## src/rtl/tone_voice.sv

```systemverilog
// tone_voice: single-voice wavetable tone generator. A rate divider steps the
// wavetable address while a linear attack/release envelope scales each sample.
module tone_voice #(
  parameter int          DIV_W    = 11,
  parameter int          ADDR_W   = 9,
  parameter int          ENV_DIV  = 64,
  parameter int          ATK_STEP = 8,
  parameter int          REL_STEP = 4,
  parameter logic [15:0] SILENT   = 16'h7FFF
) (
  input  logic              clk,
  input  logic              rst,
  input  logic              gate,
  input  logic [DIV_W-1:0]  div_num,
  output logic [ADDR_W-1:0] ram_addr,
  input  logic [15:0]       ram_rdata,
  output logic [15:0]       sample_out,
  output logic              sample_valid,
  output logic [7:0]        env_level,
  output logic              busy
);

  localparam logic [1:0] S_IDLE    = 2'd0;
  localparam logic [1:0] S_ATTACK  = 2'd1;
  localparam logic [1:0] S_SUSTAIN = 2'd2;
  localparam logic [1:0] S_RELEASE = 2'd3;

  localparam int               PRE_W    = (ENV_DIV > 1) ? $clog2(ENV_DIV) : 1;
  localparam logic [PRE_W-1:0] PRE_LAST = PRE_W'(ENV_DIV - 1);
  localparam logic signed [25:0] SILENT_W = 26'(SILENT);

  logic [1:0]          state, state_nx;
  logic [7:0]          env_nx;
  logic [PRE_W-1:0]    env_pre;
  logic                env_tick;
  logic                gate_q, gate_d, gate_rise, gate_fall;
  logic [8:0]          atk_sum;
  logic [7:0]          atk_val, rel_val;
  logic [DIV_W-1:0]    cnt, eff_div;
  logic                div_term, step, to_idle;
  logic                v0, v1, v2;
  logic signed [16:0]  diff;
  logic signed [25:0]  diff_w, env_w, prod_nx, prod_q;

  assign gate_rise = gate_q & ~gate_d;
  assign gate_fall = ~gate_q & gate_d;
  assign env_tick  = (env_pre == PRE_LAST);
  assign atk_sum   = {1'b0, env_level} + 9'(ATK_STEP);
  assign atk_val   = atk_sum[8] ? 8'hFF : atk_sum[7:0];
  assign rel_val   = ({1'b0, env_level} > 9'(REL_STEP)) ? (env_level - 8'(REL_STEP)) : 8'h00;
  assign busy      = (state != S_IDLE);

  always_comb begin
    state_nx = state;
    env_nx   = env_level;
    case (state)
      S_IDLE: begin
        if (gate_rise) begin
          state_nx = S_ATTACK;
          env_nx   = 8'h00;
        end
      end
      S_ATTACK: begin
        if (gate_fall) begin
          state_nx = S_RELEASE;
        end else if (env_tick) begin
          env_nx = atk_val;
          if (atk_val == 8'hFF) state_nx = S_SUSTAIN;
        end
      end
      S_SUSTAIN: begin
        env_nx = 8'hFF;
        if (gate_fall) state_nx = S_RELEASE;
      end
      S_RELEASE: begin
        // Retrigger resumes the attack from the current level, no phase reset.
        if (gate_rise) begin
          state_nx = S_ATTACK;
        end else if (env_tick) begin
          env_nx = rel_val;
          if (rel_val == 8'h00) state_nx = S_IDLE;
        end
      end
      default: state_nx = S_IDLE;
    endcase
  end

  always_ff @(posedge clk) begin
    if (rst) begin
      state     <= S_IDLE;
      env_level <= 8'h00;
      env_pre   <= '0;
      gate_q    <= 1'b0;
      gate_d    <= 1'b0;
    end else begin
      state     <= state_nx;
      env_level <= env_nx;
      gate_q    <= gate;
      gate_d    <= gate_q;
      if (state_nx != state || state == S_IDLE || env_tick) env_pre <= '0;
      else env_pre <= env_pre + 1'b1;
    end
  end

  // Terminal compare uses >= so a shortened div_num ends the period at once.
  assign eff_div  = (div_num < DIV_W'(2)) ? DIV_W'(2) : div_num;
  assign div_term = (cnt >= eff_div - DIV_W'(1));
  assign step     = (state != S_IDLE) && div_term;
  assign to_idle  = (state != S_IDLE) && (state_nx == S_IDLE);

  always_ff @(posedge clk) begin
    if (rst) begin
      cnt      <= '0;
      ram_addr <= '0;
    end else if (state == S_IDLE) begin
      if (gate_rise) begin
        cnt      <= '0;
        ram_addr <= '0;
      end
    end else if (div_term) begin
      cnt      <= '0;
      ram_addr <= ram_addr + 1'b1;
    end else begin
      cnt <= cnt + 1'b1;
    end
  end

  assign diff    = $signed({1'b0, ram_rdata}) - $signed({1'b0, SILENT});
  assign diff_w  = 26'(diff);
  assign env_w   = 26'({1'b0, env_level});
  assign prod_nx = diff_w * env_w;

  always_ff @(posedge clk) begin
    if (rst || state == S_IDLE || to_idle) begin
      v0           <= 1'b0;
      v1           <= 1'b0;
      v2           <= 1'b0;
      prod_q       <= '0;
      sample_valid <= 1'b0;
      sample_out   <= SILENT;
    end else begin
      v0           <= step;
      v1           <= v0;
      v2           <= v1;
      sample_valid <= v2;
      if (v1) prod_q <= prod_nx;
      if (v2) sample_out <= 16'((prod_q >>> 8) + SILENT_W);
    end
  end

endmodule

```

## config.mk

```make
export PLATFORM = sky130hd
export DESIGN_NAME = tone_voice
export DESIGN_NICKNAME = d
export VERILOG_FILES = /design/src/rtl/tone_voice.sv
export SDC_FILE = /design/constraint.sdc
export NUM_CORES = 1
export LEC_CHECK = 0
export ABC_AREA = 1
export CORE_MARGIN = 8
export CORE_UTILIZATION = 40
export CTS_CLUSTER_SIZE = 10
export DETAILED_ROUTE_END_ITERATION = 16
export PLACE_DENSITY_LB_ADDON = 0.25
export SETUP_SLACK_MARGIN = 0.15
export SLEW_MARGIN = 20
export SYNTH_ARGS = -nofsm -noshare
export SYNTH_HDL_FRONTEND = slang
export SYNTH_SLANG_ARGS = --single-unit
```

## constraint.sdc

```tcl
create_clock -name clk -period 17.19 [get_ports clk]
set_input_delay 2.5785 -clock clk [delete_from_list [all_inputs] [get_ports clk]]
set_output_delay 2.5785 -clock clk [all_outputs]
set_load 0.05 [all_outputs]
```

# Word level (Yosys, flattened, before mapping)
# Index checks and enable logic that the tools add are counted.
[totals]
regBits = 82
latch_bits = 0
ram_bits = 0
rom_bits = 0
in_bits = 30
word_cells = 78
memories = 0
[classes]
addsub = 8
multipliers = 1
div_mod_pow = 0
magnitude_cmp = 3
n_eq_ne = 11
shift = 0
mux = 24
bitwise = 4
reduce_logical = 14
[ops]
columns = ["op", "n"]
rows = [
  ["8-bit two-way mux", 7],
  ["11-bit two-way mux", 4],
  ["8-bit one-hot mux with 4 select lines", 1],
  ["9-bit two-way mux", 3],
  ["17-bit by 9-bit multiplier with 24-bit output", 1],
  ["16-bit by 15-bit subtractor with 17-bit output, second input constant", 1],
  ["16-bit adder, second input constant", 1],
  ["2-bit two-way mux", 8],
  ["11-bit by 1-bit adder with 11-bit output, second input constant", 1],
  ["11-bit greater-or-equal comparator", 1],
  ["11-bit by 2-bit less-than comparator with 1-bit output, second input constant", 1],
  ["11-bit by 1-bit subtractor with 11-bit output, second input constant", 1],
  ["2-bit inequality test, second input constant", 5],
  ["8-bit by 4-bit adder with 9-bit output, second input constant", 1],
  ["9-bit by 1-bit adder with 9-bit output, second input constant", 1],
  ["8-bit == test, second input constant", 1],
  ["8-bit by 3-bit > comparator with 1-bit output, second input constant", 1],
  ["8-bit zero test", 1],
  ["2-bit one-hot mux with 4 select lines", 1],
  ["8-bit by 3-bit subtractor with 8-bit output, second input constant", 1],
  ["6-bit by 1-bit adder with 6-bit output, second input constant", 1],
  ["6-bit == test, second input constant", 1],
  ["5-bit AND reduction", 1],
  ["2-bit == test, second input constant", 2],
  ["10 further kinds", 18],
]

# Logic depth before layout (Yosys ltp)
[depth]
word_depth = 11
mapped_depth = 33
mapped_depth_nobuf = 33

# Worst setup path before layout
# No wires, ideal clock.
[synth_path]
kind = "input-to-reg"
startpoint = "input port ram_rdata[0]"
endpoint = "register prod_q[20]"
t_arrival_ns = 7.230
required_time_ns = 17.079
path_slack_ns = 9.849
stages = 29
cell_sequence = "ha_1 nand2_1 nor2_1 nand2_1 nor2_1 inv_1 or3_1 xor2_1 nor2_1 fa_1 fa_1 fa_1 inv_1 fa_1 inv_1 ha_1 nand2_1 nor2_1 inv_1 nor3_1 nand2_1 nand2_1 nand2_1 nand2_1 nand2_1 nand3_1 nand2_1 inv_1 nor2_2"
[synth_via]
elab_chain_len = 2
[synth_lines]
columns = ["element", "line_no", "rtl"]
rows = [
  ["from (decl)", "16", "input logic [15:0] ram_rdata,"],
  ["16-bit by 15-bit subtractor with 17-bit output", "128", "assign diff = $signed({1'b0, ram_rdata}) - $signed({1'b0, SILENT});"],
  ["17-bit by 9-bit multiplier with 24-bit output", "131", "assign prod_nx = diff_w * env_w;"],
  ["to (signal assigned)", "146", "if (v1) prod_q <= prod_nx;"],
  ["to (decl)", "43", "logic signed [25:0] diff_w, env_w, prod_nx, prod_q;"],
]
# Every way passes these cells.
# A chain may end at the register's enable or synchronous reset.

# Worst setup path in the final report
[layout_path]
startpoint = "input port ram_rdata[0]"
endpoint = "register prod_q[22]"
# Same word-level chain as after synthesis.

==> flow_summary.toml <==
[clock_network]
cts.clk_slew.worst_paths_ns = 0.06
tritoncts = "yes"
clock_path_buffers = 2
clock-sinks = 74
clock_latency_ns = 0.33
post_cts_buffers = 0
cts_buffers = 9
cts_resized = 0
htreeDepth = 3
cts_root_buf = "clkbuf_16"
hold_buffers = 0

[timing]
max_slew.worst_pin.slew_ns = 0.8986
maxSlewHeadroom = 0.4001
max_freq_mhz = 120.2
slew_violations = 0
setup_viol = 0
setup-tns-final_ns = 0
rsz0062_at_grt = "false"
hold_viol = 0
period_needed_ns = 8.319
fin_skew_ns = 0.005168
period_share = 0.4840

[floorplan]
io_pins = 65
fp.dieW_um = 169.6
core_mm2 = 0.02333
rows = 56
die_y_um = 169.6
start_util = 0.4047
die_area_mm2 = 0.02878

[worst_hold_path]
hold_start = "v0$_SDFF_PP0_"
hold_end = "v1$_SDFF_PP0_"
min-delay-path-class = "flip-flop to flip-flop"
min_delay_path_depth = 2

[logic_synthesis]
ys_top_cells_by_count = "nand2_1 (332), inv_1 (289), nor2_1 (172)"
synth_ff_type = "dfxtp_1"
synthesis.nets = 1593
synth.most_common_cell = "nand2_1"
syn_area_mm2 = 0.009443
ys_ff_latch = 74
ys_warn_count = 0
synth_area_leaders = "fa_1 (22%), dfxtp_1 (16%), nand2_1 (13%)"
synth_top_area_frac = 0.2162
synth_cell_types = 43
synth_edf_count = 0
yosys.area.top_type = "fa_1"
async_flop_share = 0
synth_cells = 1396
seq_area_frac_synth = 0.1569
syn_area_per_cell_um2 = 6.764

[job]
cap_violations = 0

[setup_path]
rr_worst_depth = 20
r2r_start = "env_level[3]$_SDFFE_PP0P_"
worstReg2RegEnd = "prod_q[22]$_SDFFE_PP0P_"
slowest_stage = "clkdlybuf4s50_1"
cp-end-kind = "flip-flop"
required_ns = 17.40
start_kind = "input pin"
crit_top_cell = "inv_1"
cp_max_fo = 6
arrival_ns = 8.53
criticalPathCategory = "input pin to flip-flop"
slowest_delay_ns = 0.58
rrSetupSlack_ns = 11.71

[cells_and_area]
area_growth_pct = 12.64
antenna_cells = 0
drive_gt1_frac = 0.03446
nets = 1644

[global_route]
antenna_found_initial = 0
grt.met3_usage = 0.02256
grtUsageMet2 = 0.3053
first_global_vias = 8656
overflow = 0
grt_max_degree = 25
met1_usage = 0.2130
grt_pass1_wl_um = 40720
top_usage_layer = "met2"
grt_usage = 0.1695

[detailed_routing]
post_drt_wl_per_cell_um = 13.14
vias = 8617
first_iter_violations = 529
wirelength_um = 23260
first_pass_iters = 5
route.detailed.drc = 0
ant_nets = 0
via_per_inst = 4.868

[run_status]
status = "finished clean"

[placed_design]
portBuffers = 64
dpl.hpwl_um = 18990
place.gp.congestion = 0.8721

[pwr]
vdd_ir_drop_max_uv = 50.85
leakagePower_nw = 5.282
p_per_area_mw_per_mm2 = 60.02
fin_total_pwr_mw = 0.6384
## report_power, final
group	total [mW]	internal, mW	switching (mW)	leakage [nW]
Combinational	0.277	0.0978	0.179	4.54
Sequential	0.178	0.174	0.00414	0.598
Clock	0.183	0.115	0.0682	0.142
## cells by family (layout without fill, tap and decap cells)
family,Yosys count,count (layout),share of synthesized area
buffers and inverters,324,379,0.1349
AND/OR/NAND/NOR,659,659,0.2942
AO/OA/AOI/OAI,135,135,0.07672
multiplexers,5,5,0.005300
flip-flops,74,74,0.1569
adder cells (fa/ha/maj),167,167,0.3024
XOR/XNOR,32,32,0.02968
## sequential cells by signal (all words and copies together), names as in the netlist, 2 cells and up
signal / flops
state: 2
env_pre: 6
env_level: 8
sample_out: 16
ram_addr: 9
cnt: 11
prod_q: 16
## worst max path at each step
stage                                          to    startpoint  slack (ns)
after global routing      prod_q[22]$_SDFFE_PP0P_  ram_rdata[0]        8.35
final                     prod_q[22]$_SDFFE_PP0P_  ram_rdata[0]        8.87
after CTS                 prod_q[22]$_SDFFE_PP0P_  ram_rdata[0]        8.89
after detailed placement  prod_q[22]$_SDFFE_PP0P_  ram_rdata[0]        8.58
after global placement    prod_q[22]$_SDFFE_PP0P_  ram_rdata[0]        8.76
after floorplan           prod_q[20]$_SDFFE_PP0P_  ram_rdata[0]        9.85
## metrics by stage
stage               instance area (µm²)  instances  setup WS, ns  hold WS, ns  utilization
floorplan                          9443       1396         9.849       0.3936            -
global placement                  10350       1755         8.760       0.3987       0.4436
detailed placement                10350       1755         8.584       0.4146       0.4436
CTS                               10640       1770         8.891       0.4282       0.4559
global route                      10640       1770         8.347       0.4461       0.4559
finish                            10640       1770         8.871       0.4210       0.4559
## area by class of cell
type                    count  area, µm²
multi-input cells         998       6688
clock inverters             3      40.04
inverters                 296       1111
fillers                  2471      12700
repair buffers             68      670.6
flip-flops and latches     74       1481
well taps                 319      399.1
clock buffers              12      246.5
## layout by cell type (no fill, tap or decap), drive strengths merged, types with 4 or more instances in the layout
| cell type | n |
|---|---|
| o21ai | 63 |
| inv | 293 |
| xnor2 | 15 |
| a21oi | 55 |
| clkinv | 5 |
| fa | 102 |
| nor3 | 14 |
| nor2 | 186 |
| nand4 | 23 |
| clkbuf | 12 |
| clkdlybuf4s50 | 64 |
| ha | 65 |
| buf | 4 |
| dfxtp | 74 |
| xor2 | 17 |
| mux2i | 5 |
| nand2 | 338 |
| nand3b | 10 |
| nand3 | 76 |
| or2 | 5 |
## critical path: cells and delay by family
family,cells,cell delay (ns)
compound gates,2,0.29
xor+xnor,1,0.37
fa+ha+maj,6,2.48
buf+inv,8,1.18
simple gates,13,1.62
## layer usage
| layer | vias up | part of all wire |
|---|---|---|
| li1 | 4361 | - |
| met1 | 4041 | 0.45 |
| met2 | 189 | 0.49 |
| met3 | 26 | 0.040 |
| met4 | 0 | 0.014 |
| met5 | - | 0 |
(Power assumes the default switching activity.)
